## config.mk

```make
export PLATFORM = sky130hd
export DESIGN_NAME = ah_n2w_packet_arbiter
export DESIGN_NICKNAME = d
export VERILOG_FILES = /design/src/rtl/ah_n2w_packet_arbiter.sv
export SDC_FILE = /design/constraint.sdc
export NUM_CORES = 1
export LEC_CHECK = 0
export CAP_MARGIN = 20
export CORE_MARGIN = 8
export CORE_UTILIZATION = 26
export DETAILED_ROUTE_END_ITERATION = 12
export PLACE_DENSITY = 0.77
export SLEW_MARGIN = 10
export SYNTH_ARGS = -nofsm -noshare
export SYNTH_HDL_FRONTEND = slang
export SYNTH_SLANG_ARGS = --single-unit
```

## constraint.sdc

```tcl
create_clock -name clk -period 1.5 [get_ports clk]
set_input_delay 0.15 -clock clk [delete_from_list [all_inputs] [get_ports clk]]
set_output_delay 0.15 -clock clk [all_outputs]
set_load 0.01 [all_outputs]
```

## src/rtl/ah_n2w_packet_arbiter.sv

```systemverilog
// ah_n2w_packet_arbiter
// Shares one narrow-to-wide converter between NREQ narrow requesters. The
// arbiter locks onto one requester for a whole wide packet of BEATS narrow beats,
// then releases. Round-robin priority starts at the requester after the last owner.
// Each beat carries its source index, so downstream logic can route the wide result.
//
// Ports
//   clk         clock, rising edge
//   rst         synchronous reset, active high
//   req_valid   per-requester beat valid             [NREQ]
//   req_data    requester i beat at [i*DW +: DW]     [NREQ*DW]
//   req_ready   per-requester accept, at most one set [NREQ]
//   conv_valid  beat valid to converter
//   conv_data   beat to converter                    [DW]
//   conv_ready  converter accepts beat
//   conv_src    index of current owner (0 when idle) [SW]
//   conv_last   current beat closes the wide packet
//   busy        a grant is held
module ah_n2w_packet_arbiter #(
    parameter int unsigned NREQ  = 4,
    parameter int unsigned DW    = 20,
    parameter int unsigned BEATS = 2,
    parameter int unsigned SW    = (NREQ > 1) ? $clog2(NREQ) : 1,
    parameter int unsigned CW    = (BEATS > 1) ? $clog2(BEATS) : 1
) (
    input  logic              clk,
    input  logic              rst,
    input  logic [NREQ-1:0]   req_valid,
    input  logic [NREQ*DW-1:0] req_data,
    output logic [NREQ-1:0]   req_ready,
    output logic              conv_valid,
    output logic [DW-1:0]     conv_data,
    input  logic              conv_ready,
    output logic [SW-1:0]     conv_src,
    output logic              conv_last,
    output logic              busy
);

    typedef enum logic [0:0] {StIdle, StLocked} state_e;

    state_e        state;
    logic [SW-1:0] rr_ptr;
    logic [SW-1:0] owner;
    logic [CW-1:0] beat_cnt;

    logic          any_valid;
    logic [SW-1:0] winner;
    int unsigned   idx;

    // First valid requester scanning rr_ptr, rr_ptr+1, ... modulo NREQ.
    always_comb begin
        any_valid = 1'b0;
        winner    = '0;
        idx       = 0;
        for (int unsigned i = 0; i < NREQ; i++) begin
            idx = (int'(rr_ptr) + i) % NREQ;
            if (!any_valid && req_valid[idx]) begin
                any_valid = 1'b1;
                winner    = SW'(idx);
            end
        end
    end

    // Outputs are forced quiet while rst is high, so a reset mid-packet
    // never lets a stray handshake through.
    assign busy       = (state == StLocked) && !rst;
    assign conv_valid = busy && req_valid[owner];
    assign conv_data  = busy ? req_data[int'(owner)*DW +: DW] : '0;
    assign conv_src   = busy ? owner : '0;
    assign conv_last  = busy && (beat_cnt == CW'(BEATS - 1));

    always_comb begin
        req_ready = '0;
        if (busy) begin
            req_ready[owner] = conv_ready;
        end
    end

    always_ff @(posedge clk) begin
        if (rst) begin
            state    <= StIdle;
            rr_ptr   <= '0;
            owner    <= '0;
            beat_cnt <= '0;
        end else begin
            unique case (state)
                StIdle: begin
                    if (any_valid) begin
                        state    <= StLocked;
                        owner    <= winner;
                        beat_cnt <= '0;
                    end
                end
                StLocked: begin
                    if (conv_valid && conv_ready) begin
                        if (conv_last) begin
                            state    <= StIdle;
                            beat_cnt <= '0;
                            rr_ptr   <= (owner == SW'(NREQ - 1)) ? '0 : owner + 1'b1;
                        end else begin
                            beat_cnt <= beat_cnt + 1'b1;
                        end
                    end
                end
                default: state <= StIdle;
            endcase
        end
    end

endmodule

```

======== Yosys cells after proc, flatten, opt, wreduce, memory -nomap -nowiden ========
Index checks and enable logic that the tools add are counted.
operators by class
  bitwise operators ....................... 2
  shifts and indexed selects .............. 1
  muxes and demuxes ....................... 32
  multipliers ............................. 1
  reductions and logical operators ........ 15
  equality and inequality tests ........... 3
  add/subtract/negate cells ............... 5
  $lt $le $gt $ge ......................... 6
operators by type and width
  cell                                                                   count
  80-bit by 8-bit variable part select with 20-bit output                1
  20-bit 2-to-1 mux                                                      1
  1-bit 2-to-1 mux                                                       16
  2-bit by 3-bit < comparator with 1-bit output, second input constant   5
  2-bit 2-to-1 mux                                                       6
  1-bit binary-select mux with 2-bit select                              5
  1-bit logical AND                                                      8
  2-bit by 3-bit multiplier with 5-bit output, second input constant     1
  2-bit by 1-bit adder with 2-bit output, second input constant          2
  2-bit adder, second input constant                                     2
  4-bit AND                                                              1
  1-bit logical NOT                                                      4
  4-bit 2-to-1 mux                                                       1
  1-bit case mux with 2 select lines                                     2
  2-bit AND reduction                                                    2
  3-bit AND reduction                                                    1
  1-bit demux with 2-bit select                                          1
  2-bit == test, second input constant                                   1
  2-bit by 1-bit >= comparator with 1-bit output, second input constant  1
  2-bit by 1-bit != test with 1-bit output, second input constant        1
  2-bit != test, second input constant                                   1
  1-bit adder, second input constant                                     1
  1-bit inverter                                                         1
storage, ports and cells
  logic and storage cells ................. 69
  bits of input ports ..................... 87
  output and inout port bits .............. 29
  register bits ........................... 6

======== Logic depth before layout (Yosys ltp) ========
Gate-level depths: netlist of run 1.
  depth after elaboration ................. 14
  mapped depth ............................ 6
  depth with buffers taken out ............ 5

======== Worst setup path before layout of run 1 ========
No wires, ideal clock.
  kind .................................... register -> output
  start ................................... reg owner[0]
  end ..................................... out conv_data[10]
  stages on the path, launching flop included .. 5
  data arrival time ....................... 1.476 ns
  data required time ...................... 1.350 ns
  buffers on the path ..................... 2
  slack ................................... -0.126 ns
  cells stage by stage .................... dfxtp_1 buf_6 buf_2 mux4_2 and2_1
between the ends
  cells in the longest elaborated chain, start to end .. 3
RTL lines
  what                                                     RTL line  source
  from (decl)                                              43        logic [SW-1:0] owner;
  from (signal assigned)                                   90        owner <= winner;
  2-bit by 3-bit multiplier with 5-bit output              68        assign conv_data = busy ? req_data[int'(owner)*DW +: DW] : '0;
  80-bit by 8-bit variable part select with 20-bit output  68
  20-bit 2-to-1 mux                                        68
  to (decl)                                                32        output logic [DW-1:0] conv_data,
Every way passes these cells.

======== Worst setup path in the final report of run 1 ========
  start ................................... reg owner[0]
  end ..................................... out conv_data[15]
The elaborated chain is that of the path after synthesis.

==> results of run 1 <==
==> worst max path at each step <==
stage | startpoint | endpoint | slack (ns) | cells past startpoint
after floorplan | owner[0] | conv_data[10] | 0.01 | 4
after global placement | rst | req_ready[3] | -0.35 | 6
after detailed placement | rst | req_ready[3] | -0.36 | 6
after CTS | owner[0] | conv_data[1] | -0.27 | 5
after global routing | owner[0] | conv_data[7] | -0.29 | 5
final | owner[0] | conv_data[15] | -0.24 | 5
==> area by class of cell <==
type                            count  area share (%)
Clock buffer                        3            1.48
Inverter                            4           0.719
Multi-Input combinational cell     89            37.2
Sequential cell                     6            4.45
Tap cell                           50            2.25
Timing Repair Buffer              150            53.9
==> report_power, final <==
group | switching [µW] | internal, µW | total [µW]
Clock | 72.3 | 173 | 245
Sequential | 9.55 | 168 | 178
Combinational | 227 | 521 | 748
==> per-stage QoR <==
step	setup TNS, ns	worst slack, ns
final	-4.71	-0.243
after global routing	-6.09	-0.289
after CTS	-4.88	-0.271
after detailed placement	-9.71	-0.359
after global placement	-9.25	-0.346
after floorplan	0	0.0141
==> cells in the mapped netlist <==
| cell | number |
|---|---|
| or4b_1 | 1 |
| ha_1 | 4 |
| inv_1 | 4 |
| nor2_1 | 8 |
| nand4_2 | 1 |
| nand4_1 | 1 |
| a211oi_1 | 1 |
| and3_1 | 4 |
| or3_1 | 1 |
| buf_6 | 1 |
| dfxtp_1 | 6 |
| nor2b_1 | 2 |
| a221oi_1 | 1 |
| nand2_1 | 3 |
| clkbuf_1 | 3 |
| a21oi_2 | 1 |
| mux4_2 | 20 |
| a2bb2oi_1 | 1 |
| o21ai_0 | 2 |
| buf_1 | 2 |
| a21o_1 | 1 |
| and2_1 | 22 |
| nand2b_1 | 5 |
| buf_2 | 2 |
| or3b_2 | 1 |
| nand3_1 | 2 |
| a21oi_1 | 4 |
| mux4_1 | 1 |
| mux2i_1 | 2 |
==> routing by layer <==
metal	GRT usage [%]	wire length, µm
met3	3.86	536
met4	4.82	81
met5	0	0
met2	29.4	2980
met1	16.9	2010
==> kinds of logic (layout without fill, tap and decap cells) <==
kind of cell / after synthesis / after routing / synth area share [%]
simple gates: 51 / 51 / 27.5
mux: 23 / 23 / 45.4
buf+inv: 12 / 157 / 5.03
compound gates: 11 / 11 / 6.52
flops: 6 / 6 / 11.0
fa+ha+maj: 4 / 4 / 4.57
==> timing repair <==
item | in CTS | in global routing
buffers inserted | 6 | 6
cloned | 2 | 0
hold buffers | 0 | 0
endpoints found under the setup margin | 33 | 31
resized for setup | 145 | 36
pin swaps | 22 | 6
==> state kept, by name, indices dropped and copies added (netlist names) <==
| name | flops |
|---|---|
| beat_cnt | 1 |
| owner | 2 |
| state | 1 |
| rr_ptr | 2 |
==> critical path: stages, from the launching register on <==
cell,delay [ns]
dfxtp_4,0.37
buf_4,0.12
buf_8,0.12
mux4_2,0.49
and2_4,0.15
buf_6,0.11
==> impl_metrics.env, run 1 <==
export IMPL_final_core_util_pct=69.1
export IMPL_max_slew_worst_pin_slew_ns=0.222
export IMPL_pin_count=116
export IMPL_start_util_pct=27.2
export IMPL_most_common_layout_cells="clkdlybuf4s50_1, buf_4, mux4_2, buf_6, and2_4"
export IMPL_finalHoldViolations=0
export IMPL_antenna_cells=0
export IMPL_die_h_um=80.9
export IMPL_routed_wl_um=5600
export IMPL_synthToLayoutAreaGrowth_pct=154
export IMPL_r2r_start="owner[0]"
export IMPL_crit_fanout=5
export IMPL_r2r_end="rr_ptr[0]"
export IMPL_cts_tree="built"
export IMPL_numPortBuffers=115
export IMPL_synth_top_area_share_pct=41.1
export IMPL_cts_sinks=6
export IMPL_finalCriticalPeriod_ns=1.74
export IMPL_hold_depth=1
export IMPL_first_pass_iters=4
export IMPL_root_buffer="clkbuf_8"
export IMPL_antenna_found_initial=0
export IMPL_min_period_over_period_pct=116
export IMPL_hp_start="beat_cnt"
export IMPL_ys_seq_elements=6
export IMPL_violations="setup timing"
export IMPL_dpl_instance_area_um2=2480
export IMPL_avgSynthCellArea_um2=10.2
export IMPL_hold_path_end="beat_cnt"
export IMPL_dieArea_um2=6540
export IMPL_nFillCells=316
export IMPL_drive_above_1_share_pct=47.6
export IMPL_yosys_area_top_type="mux4_2"
export IMPL_ys_types=29
export IMPL_grt_pass1_vias=1578
export IMPL_yosys_warnings=0
export IMPL_setup_viol=27
export IMPL_critPathRequiredTime_ns=1.35
export IMPL_layout_commonest_cell="clkdlybuf4s50_1"
export IMPL_clock_latency_ns=0.23
export IMPL_cts_buffer_depth=2
export IMPL_vias_per_cell=4.96
export IMPL_power_density_nw_per_um2=421
export IMPL_cts_inserted_buffers=3
export IMPL_via_count=1499
export IMPL_fp_dieW_um=80.9
export IMPL_yosys_top_cells_area="mux4_2, and2_1, dfxtp_1"
export IMPL_synthCells=107
export IMPL_rrSetupSlack_ns=-0.12
export IMPL_place_congestion=0.847
export IMPL_ff2ff_path_depth=6
export IMPL_worstSetupStartpointType="flip-flop"
export IMPL_whs_ns=0.539
export IMPL_final_cell_area_um2=2780
export IMPL_htreeDepth=1
export IMPL_grt_max_degree=14
export IMPL_dp_cells=287
export IMPL_clock_fmax_mhz=574
export IMPL_worstPathArrival_ns=1.59
export IMPL_clk_pin_slew_worst_paths_ns=0.04
export IMPL_path_class="reg -> out"
export IMPL_max_slew_margin_pct=85.2
export IMPL_worst_setup_path_end_kind="output port"
export IMPL_wl_per_cell_um=18.6
export IMPL_ant_nets=0
export IMPL_grt_pass1_wl_um=8070
export IMPL_fin_cells=302
export IMPL_multi_input_area_um2=1030
export IMPL_hpwl_um=4290
export IMPL_initialDrtViolationCount=25
export IMPL_fin_ws_ns=-0.243
export IMPL_synth_nets=198
export IMPL_grt_overflow_total=0
export IMPL_drc=0
export IMPL_layout_nets=345
export IMPL_worstHoldPathType="reg -> reg"
export IMPL_ir_worst_vdd_uv=169
export IMPL_grt_usage_pct=15.7
export IMPL_finClkSkew_ns=0.00313
export IMPL_rows=23
export IMPL_ys_seq_area_share_pct=11.0
export IMPL_power_uw=1170
export IMPL_p_leak_uw=0.00116
export IMPL_finalMaxSlewViolations=0
export IMPL_cap_viol_max_count=0
export IMPL_grt_setup_unrepaired="true"
export IMPL_status="complete, but fails checks"
export IMPL_core_area_um2=4030
export IMPL_regArea_um2=124
export IMPL_synth_area_um2=1090
No activity file was read; power rests on OpenSTA's default activity.
==> run 2: changes to the inputs <==
--- a/config.mk
+++ b/config.mk
@@ -9,7 +9,9 @@
 export CORE_MARGIN = 8
 export CORE_UTILIZATION = 26
 export DETAILED_ROUTE_END_ITERATION = 12
+export GPL_ROUTABILITY_DRIVEN = 0
 export PLACE_DENSITY = 0.77
+export SKIP_LAST_GASP = 1
 export SLEW_MARGIN = 10
 export SYNTH_ARGS = -nofsm -noshare
 export SYNTH_HDL_FRONTEND = slang
==> impl_metrics.env, run 2 (same netlist as run 1, synthesis figures left out) <==
export IMPL_power_frac_comb_pct=63.7
export IMPL_pwr_share_clk_pct=21.0
export IMPL_hold_depth=1
export IMPL_whs_ns=0.541
export IMPL_clk_pin_slew_worst_paths_ns=0.04
export IMPL_grt_max_degree=14
export IMPL_die_h_um=80.9
export IMPL_antenna_cells=0
export IMPL_routed_wl_um=5610
export IMPL_wl_met2_um=2980
export IMPL_ant_nets=0
export IMPL_crit_fanout=5
export IMPL_violations="setup timing"
export IMPL_layout_nets=345
export IMPL_pre_cts_slack_ns=-0.359
export IMPL_core_area_um2=4030
export IMPL_first_pass_iters=4
export IMPL_worstPathArrival_ns=1.60
export IMPL_dieArea_um2=6540
export IMPL_hpwl_um=4290
export IMPL_sw_frac_of_total_pct=26.4
export IMPL_grt_pass1_vias=1565
export IMPL_regArea_um2=124
export IMPL_synthToLayoutAreaGrowth_pct=153
export IMPL_wl_met3_um=549
export IMPL_sequentialPowerShare_pct=15.3
export IMPL_multi_input_area_um2=1030
export IMPL_max_slew_worst_pin_slew_ns=0.221
export IMPL_via_count=1488
export IMPL_initialDrtViolationCount=31
export IMPL_most_common_layout_cells="clkdlybuf4s50_1, buf_4, mux4_2, buf_6, and2_4"
export IMPL_finClkSkew_ns=0.00302
export IMPL_power_density_nw_per_um2=421
export IMPL_top_layer="met4"
export IMPL_wl_per_cell_um=18.6
export IMPL_nFillCells=322
export IMPL_clock_fmax_mhz=573
export IMPL_grt_setup_unrepaired="true"
export IMPL_numPortBuffers=115
export IMPL_worstHoldPathType="reg -> reg"
export IMPL_cts_inserted_buffers=3
export IMPL_grt_pass1_wl_um=8050
export IMPL_final_core_util_pct=68.6
export IMPL_clock_latency_ns=0.23
export IMPL_path_class="reg -> out"
export IMPL_max_slew_margin_pct=85.2
export IMPL_rows=23
export IMPL_p_leak_uw=0.00116
export IMPL_p_sw_uw=308
export IMPL_antenna_found_initial=0
export IMPL_cts_sinks=6
export IMPL_finalCriticalPeriod_ns=1.75
export IMPL_status="complete, but fails checks"
export IMPL_finalHoldViolations=0
export IMPL_start_util_pct=27.2
export IMPL_finalMaxSlewViolations=0
export IMPL_worstSetupStartpointType="flip-flop"
export IMPL_wl_met1_um=2000
export IMPL_drive_above_1_share_pct=46.8
export IMPL_root_buffer="clkbuf_8"
export IMPL_drc=0
export IMPL_holdBufCountCts=0
export IMPL_min_period_over_period_pct=116
export IMPL_layout_commonest_cell="clkdlybuf4s50_1"
export IMPL_cap_viol_max_count=0
export IMPL_critPathRequiredTime_ns=1.35
export IMPL_p_int_uw=858
export IMPL_htreeDepth=1
export IMPL_worst_setup_path_end_kind="output port"
export IMPL_ff2ff_path_depth=6
export IMPL_ir_worst_vdd_uv=171
export IMPL_pin_count=116
export IMPL_cts_buffer_depth=2
export IMPL_cts_tree="built"
export IMPL_fin_ws_ns=-0.246
export IMPL_final_cell_area_um2=2770
export IMPL_fp_dieW_um=80.9
export IMPL_setup_viol=28
export IMPL_dpl_instance_area_um2=2480
export IMPL_grt_overflow_total=0
export IMPL_vias_per_cell=4.93
export IMPL_grt_usage_pct=15.7
export IMPL_reg_top3="owner x2, rr_ptr x2"
[run 2: changes by cell type in the layout (fill, tap and decap cells not counted)]
cell / change
ha_1: +1
a21oi_1: +1
buf_2: +2
buf_6: -2
ha_2: -1
a21oi_2: -1
[run 2: final timing paths]
| kind | startpoint | endpoint | slack, ns |
|---|---|---|---|
| max | owner[0] | conv_data[15] | -0.25 |
| min reg2reg | beat_cnt | beat_cnt | 0.54 |
| min | beat_cnt | beat_cnt | 0.54 |
| max reg2reg | owner[0] | rr_ptr[0] | -0.13 |
[run 2: routing by layer]
metal	GRT usage, %	vias to the layer above
met1	16.9	706
met3	3.86	7
li1	-	702
met4	4.82	0
met5	0	-
met2	29.4	73
[run 2: power by group through the flow]
stage / sequential (µW) / clock, µW / combinational [µW]
2_1_floorplan: 179 / 0 / 244
3_3_place_gp: 178 / 0 / 631
3_5_place_dp: 178 / 0 / 639
4_1_cts: 177 / 249 / 698
5_1_grt: 179 / 256 / 792
6_report: 178 / 245 / 743
[run 2: stage by stage]
step                TNS (ns)  std cells  power, µW
floorplan                  0        107        423
global placement       -9.25        287        809
detailed placement     -9.71        287        817
CTS                    -4.95        298       1120
global route           -6.16        302       1230
finish                 -4.77        302       1170
[run 2: timing repair]
item                       in CTS  in global routing
setup endpoints to repair      33                 31
gates resized for setup       143                 35
buffers inserted                6                  6
pin swaps                      21                  7
hold endpoints to repair        0                  0
cloned                          2                  0
[run 2: worst max-delay path, cell delays in order, from the launching register on]
cell and delay (ns):
dfxtp_4 0.37, buf_4 0.12, buf_8 0.12, mux4_2 0.50
and2_4 0.15, buf_6 0.11
[run 2: layout make-up]
cell class	instances	area share, %
Sequential cell	6	4.48
Multi-Input combinational cell	89	37.2
Tap cell	50	2.26
Timing Repair Buffer	150	53.8
Clock buffer	3	1.49
Inverter	4	0.724
